--- config.mk ---
export PLATFORM = sky130hd
export DESIGN_NAME = keypad_scanner
export DESIGN_NICKNAME = d
export VERILOG_FILES = /design/src/rtl/keypad_scanner.sv
export SDC_FILE = /design/constraint.sdc
export NUM_CORES = 1
export LEC_CHECK = 0
export ABC_CLOCK_PERIOD_IN_PS = 2600
export CAP_MARGIN = 20
export CORE_AREA = 5 5 62 64
export CTS_CLUSTER_SIZE = 10
export DETAILED_ROUTE_END_ITERATION = 10
export DIE_AREA = 0 0 67 69
export GPL_TIMING_DRIVEN = 0
export PLACE_DENSITY = 0.74
export RECOVER_POWER = 50
export REMOVE_ABC_BUFFERS = 1
export SYNTH_ARGS = -nofsm -noshare
export SYNTH_HDL_FRONTEND = slang
export SYNTH_SLANG_ARGS = --single-unit
export TNS_END_PERCENT = 20
--- constraint.sdc ---
create_clock -name clock -period 2.6 [get_ports clock]
set_clock_uncertainty 0.15 [all_clocks]
set_input_delay 0.39 -clock clock [delete_from_list [all_inputs] [get_ports clock]]
set_output_delay 0.39 -clock clock [all_outputs]
set_load 0.02 [all_outputs]
--- src/rtl/keypad_scanner.sv ---
// 4x4 matrix keypad scanner with press/release debounce.
// Emits one 5-bit code pulse {valid, col, row} per debounced press.
module keypad_scanner #(
  parameter int SCAN_DIV         = 50000,
  parameter int DEBOUNCE_SAMPLES = 4
) (
  input  logic       clock,
  input  logic       reset,
  input  logic [3:0] rows,
  output logic [3:0] columns,
  output logic [4:0] value
);

  localparam int DW = $clog2(SCAN_DIV);
  localparam int CW = $clog2(DEBOUNCE_SAMPLES + 1);
  localparam logic [DW-1:0] DIV_LAST = DW'(SCAN_DIV - 1);
  localparam logic [CW-1:0] DS_C = CW'(DEBOUNCE_SAMPLES);

  typedef enum logic [1:0] {
    SCAN,
    DEBOUNCE,
    EMIT,
    HOLD
  } state_t;

  state_t        state, state_n;
  logic [1:0]    col, col_n;
  logic [CW-1:0] cnt, cnt_n, cnt_inc;
  logic [3:0]    key, key_n;
  logic [DW-1:0] div;
  logic [3:0]    rows_m, rows_s;
  logic          sample;
  logic          any_low;
  logic [1:0]    lo_row;

  always_ff @(posedge clock or posedge reset) begin
    if (reset) begin
      rows_m <= 4'hF;
      rows_s <= 4'hF;
      div    <= '0;
    end else begin
      rows_m <= rows;
      rows_s <= rows_m;
      div    <= sample ? '0 : div + DW'(1);
    end
  end

  assign sample  = (div == DIV_LAST);
  assign any_low = ~&rows_s;
  assign cnt_inc = cnt + CW'(1);

  // lowest-numbered low row wins
  always_comb begin
    lo_row = 2'd0;
    priority case (1'b1)
      !rows_s[0]: lo_row = 2'd0;
      !rows_s[1]: lo_row = 2'd1;
      !rows_s[2]: lo_row = 2'd2;
      !rows_s[3]: lo_row = 2'd3;
      default:    lo_row = 2'd0;
    endcase
  end

  always_ff @(posedge clock or posedge reset) begin
    if (reset) begin
      state <= SCAN;
      col   <= 2'd0;
      cnt   <= '0;
      key   <= 4'd0;
    end else begin
      state <= state_n;
      col   <= col_n;
      cnt   <= cnt_n;
      key   <= key_n;
    end
  end

  always_comb begin
    state_n = state;
    col_n   = col;
    cnt_n   = cnt;
    key_n   = key;
    unique case (state)
      SCAN: begin
        if (sample) begin
          if (any_low) begin
            key_n   = {col, lo_row};
            cnt_n   = CW'(1);
            state_n = (DEBOUNCE_SAMPLES == 1) ? EMIT : DEBOUNCE;
          end else begin
            col_n = col + 2'd1;
          end
        end
      end
      DEBOUNCE: begin
        if (sample) begin
          if (any_low && lo_row == key[1:0]) begin
            cnt_n = cnt_inc;
            if (cnt_inc == DS_C) state_n = EMIT;
          end else begin
            cnt_n   = '0;
            col_n   = col + 2'd1;
            state_n = SCAN;
          end
        end
      end
      EMIT: begin
        cnt_n   = '0;
        state_n = HOLD;
      end
      HOLD: begin
        // only the latched row matters while waiting for release
        if (sample) begin
          if (rows_s[key[1:0]]) begin
            cnt_n = cnt_inc;
            if (cnt_inc == DS_C) begin
              cnt_n   = '0;
              col_n   = col + 2'd1;
              state_n = SCAN;
            end
          end else begin
            cnt_n = '0;
          end
        end
      end
      default: state_n = SCAN;
    endcase
  end

  assign columns = ~(4'b0001 << col);
  assign value   = (state == EMIT) ? {1'b1, key} : 5'b00000;

endmodule

# Word-level counts from Yosys, hierarchy flattened
# Index checks and enable logic that the tools add are counted.
# op_classes
add_sub_neg	3
mul	0
div_mod_pow	0
n_lt_le_gt_ge	1
eq_ne	15
n_shift	1
muxes	33
n_bitwise	2
n_reduce_logical	9
# ops
operator	count
2-to-1 mux 2 bit	19
2-to-1 mux 3 bit	7
adder 16 x 1 -> 16 bit (second input constant)	1
equality test 16 bit (second input constant)	1
2-to-1 mux 16 bit	1
!= test 2 bit (second input constant)	8
one-hot mux 3 bit (4 select lines)	1
one-hot mux 2 bit (4 select lines)	1
AND reduction 4 bit	2
AND reduction 8 bit	1
AND reduction 7 bit	1
one-hot mux 2 bit (3 select lines)	1
2-to-1 mux 5 bit	1
equality test 2 bit (second input constant)	2
inverter 4 bit	1
left shift 1 x 2 -> 4 bit (first input constant)	1
adder 3 x 1 -> 3 bit (second input constant)	1
equality test 3 bit (second input constant)	1
< comparator 2 x 3 -> 1 bit (second input constant)	1
!= test 3 bit (second input constant)	1
AND reduction 3 bit	1
nonzero test 3 bit	1
adder 2 x 1 -> 2 bit (second input constant)	1
binary-select mux 1 bit (select 2 bit)	1
7 further kinds	7
# word_totals
ff_bits	35
latch_bits	0
ramBits	0
romBits	0
out_inout_bits	9
wordCells	71
n_memories	0

# Logic depth before layout (Yosys ltp)
# logic_depth
depth_word	9
ltp_mapped	7

# Worst setup path before layout
# OpenSTA, ideal clock, no wires.
# synth_timing
path_kind	register to register
start	register rows_s[1]
end	register col[1]
setup_time_ns	0.125
arrival_time_ns	1.748
required_ns	2.325
slack_ns	0.577
path_stages_with_launch	6
path_buffers	0
period_less_slack_ns	2.023
path_cell_list	dfstp_2 > mux4_2 > nand2_2 > and3_4 > a2111oi_4 > mux2_4
# synth_between
elab_chain_cells	6
word_cells_on_any_way	12
classes_between	eq/ne (4); mux (4); reduce/logical (4)
# synth_lines
element	line_no	source
start, declared	31	logic [3:0] rows_m, rows_s;
start signal, assigned	43	rows_s <= rows_m;
2-to-1 mux 2 bit (2 in a row)	55	priority case (1'b1)
equality test 2 bit	97	if (any_low && lo_row == key[1:0]) begin
logical AND 1 bit	97	
!= test 2 bit (no source line)	n/a	
AND reduction 8 bit (no source line) *	n/a	
end signal, assigned	72	col <= col_n;
end, declared	27	logic [1:0] col, col_n;
# Mark *: on every way between the ends. The rest lies on a longest branch, timed or not. The select of a mux whose other input is x is not followed.
# A chain may end at the register's enable or synchronous reset.

# Worst setup path after layout
# layout_timing
start	register state[0]
end	output value[1]
# layout_between
elab_chain_cells	2
# layout_lines
element	line_no	source
start, declared	26	state_t state, state_n;
start signal, assigned	71	state <= state_n;
equality test 2 bit	131	assign value = (state == EMIT) ? {1'b1, key} : 5'b00000;
2-to-1 mux 5 bit	131	
end, declared	11	output logic [4:0] value
# No other way between the ends.

==> flow_metrics.env <==
export IMPL_ys_flop_type="dfrtp_1"
export IMPL_postCtsHoldBufs=0
export IMPL_clk_pin_slew_ns=0.10
export IMPL_clockBufferDepth=2
export IMPL_synth_simple_area_share=0.201
export IMPL_drc_errors=0
export IMPL_dp_hpwl_um=2400
export IMPL_ys_seq_area_frac=0.498
export IMPL_hold_depth=0
export IMPL_fp_dieW_um=67
export IMPL_setup_viol=0
export IMPL_io_pins=15
export IMPL_grt_total_usage=0.153
export IMPL_core_area_um2=3230
export IMPL_cts_tree="built"
export IMPL_synth_edff_count=0
export IMPL_start_kind="flop"
export IMPL_place_worst_setup_slack_ns=0.275
export IMPL_worst_pin_slew_ns=1.32
export IMPL_p_comb_frac=0.034
export IMPL_final_core_util=0.628
export IMPL_cts_made_buffers=5
export IMPL_finalHoldViolCount=0
export IMPL_chipHeight_um=69
export IMPL_critical_path_class="flop to output port"
export IMPL_min_from="rows_m[3]"
export IMPL_postCtsSetupBuffers=0
export IMPL_crit_path_end_kind="output port"
export IMPL_syn_area_um2=1780
export IMPL_postSynthCellCount=168
export IMPL_viasPerCell=5.33
export IMPL_period_share=0.957
export IMPL_grt_overflow=0
export IMPL_vias=1237
export IMPL_drv_slew=0
export IMPL_place_gp_congestion=0.812
export IMPL_die_area_um2=4620
export IMPL_cellLeakagePower_nw=0.934
export IMPL_n_antenna_cell=0
export IMPL_pwr_density_cell_nw_per_um2=431
export IMPL_switching_share=0.232
export IMPL_finalNetCount=199
export IMPL_power_frac_seq=0.643
export IMPL_drive_gt1_frac=0.134
export IMPL_cp_arrival_ns=1.95
export IMPL_netlist_area_leader_share=0.380
export IMPL_max_vdd_ir_drop_v=0.000315
export IMPL_synthTopCellsByArea="dfrtp_1, dfstp_2, ha_1, xnor2_1, nand2_1"
export IMPL_wl_per_cell_um=13.6
export IMPL_placed_cell_area_um2=1980
export IMPL_synth_mux_area_frac=0.0521
export IMPL_yosysUniqueCellTypes=41
export IMPL_grt_max_degree=27
export IMPL_r2r_cells=4
export IMPL_worstHoldPathType="flop to flop"
export IMPL_synth_compound_area_share=0.0795
export IMPL_grt_pass1_vias=1256
export IMPL_period_needed_ns=2.49
export IMPL_cts_max_level=2
export IMPL_clkPwrFrac=0.324
export IMPL_clockRootBuffer="clkbuf_4"
export IMPL_antenna_found_initial=0
export IMPL_rsz0062_at_grt="no"
export IMPL_area_growth_pct=14.1
export IMPL_outcome="completed"
export IMPL_ant_nets=0
export IMPL_reg2reg_from="div[8]"
export IMPL_fin_tns_setup_ns=0
export IMPL_critPathLaunch="state[0]"
export IMPL_yosysWarningCount=0
export IMPL_rows=21
export IMPL_synth_xor_area_share=0.0739
export IMPL_path_max_fanout=13
export IMPL_grt_pass1_wl_um=5530
export IMPL_cap_violations=0
export IMPL_max_slew_margin=0.119
export IMPL_clk_latency_ns=0.35
export IMPL_clock_fmax_mhz=402
export IMPL_fin_ws_ns=0.113
export IMPL_final_cell_area_um2=2030
export IMPL_synth_top_family_by_area="simple AND/OR/NAND/NOR gates"
export IMPL_synth_adder_area_share=0.0563
export IMPL_whs_ns=0.212
export IMPL_synth_avg_cell_area_um2=10.6
export IMPL_synth_most_common_cell="dfrtp_1"
export IMPL_intPower_uw=671
export IMPL_synth_top_cell_by_area="dfrtp_1"
export IMPL_totalWireLength_um=3170
export IMPL_drt_initial_drc_count=34
export IMPL_cts_resized=0
export IMPL_synth_commonest_cells="dfrtp_1, nand2_1, inv_1, nor2_1, xnor2_1"
export IMPL_drt_first_pass_iters=4
export IMPL_synthArstFlopShare=1.00
export IMPL_cts_sinks=35
export IMPL_cp_data_required_time_ns=2.06
export IMPL_p_sw_uw=202
export IMPL_start_util=0.550
export IMPL_ys_seq_elements=35
export IMPL_io_buffers=14
stage by stage:
| step | std cells | total power [mW] |
|---|---|---|
| 4_1_cts | 232 | 0.892 |
| 5_1_grt | 232 | 0.917 |
| 3_5_place_dp | 224 | 0.608 |
| 3_3_place_gp | 223 | 0.600 |
| 6_report | 232 | 0.873 |
| 2_1_floorplan | 163 | 0.589 |
power by group through the flow:
stage / Clock (mW) / Combinational, mW / Sequential [mW]
after global placement: 0 / 0.0299 / 0.571
after CTS: 0.294 / 0.0366 / 0.561
after global routing: 0.320 / 0.0334 / 0.563
after detailed placement: 0 / 0.0367 / 0.571
final: 0.283 / 0.0294 / 0.561
after floorplan: 0 / 0.0189 / 0.570
state kept, by name (all words and copies together) (netlist names), named ones only:
name / cells
div: 16
cnt: 3
rows_m: 4
key: 4
rows_s: 4
col: 2
state: 1
logic make-up after synthesis:
| group | count (synthesis) |
|---|---|
| XOR/XNOR | 15 |
| multiplexers | 7 |
| AND/OR/NAND/NOR | 65 |
| adder cells (fa/ha/maj) | 8 |
| buffers and inverters | 18 |
| AO/OA/AOI/OAI | 20 |
| flip-flops | 35 |
worst max-delay path, cell delays in order (launching register included):
cell,delay (ns)
dfrtp_2,0.50
nand2b_1,0.24
inv_1,0.14
and2_1,0.14
clkdlybuf4s50_1,0.60
final timing paths:
kind | slack, ns | endpoint
max in group asynchronous | 0.46 | key[0]
max reg2reg | 0.31 | key[0]
min in group asynchronous | 0.30 | cnt[0]
min | 0.21 | rows_s[3]
max | 0.11 | value[1]
min reg2reg | 0.21 | rows_s[3]
layout make-up:
type | count | area [µm²]
inverters | 13 | 48.8
clock buffers | 6 | 41.3
flip-flops and latches | 35 | 888
multi-input cells | 115 | 828
repair buffers | 15 | 151
well taps | 46 | 57.6
fillers | 282 | 1200
clock inverters | 2 | 12.5
cells in the final DEF (no fill, tap or decap), drive strengths merged, types with 3 or more instances in the layout:
cell / count
a21oi: 5
and2: 6
and3: 6
clkbuf: 7
clkdlybuf4s50: 6
dfrtp: 27
dfstp: 8
dlygate4sd3: 5
dlymetal6s2s: 3
ha: 8
inv: 13
mux2: 5
nand2: 16
nand3: 4
nand4: 6
nor2: 13
o21ai: 6
xnor2: 9
xor2: 6
metal layers:
metal,global-route usage,share of wire
met2,0.238,0.49
met3,0.0503,0.046
met1,0.197,0.45
met5,0,0
met4,0.0541,0.013
No activity file was read; power rests on OpenSTA's default activity.
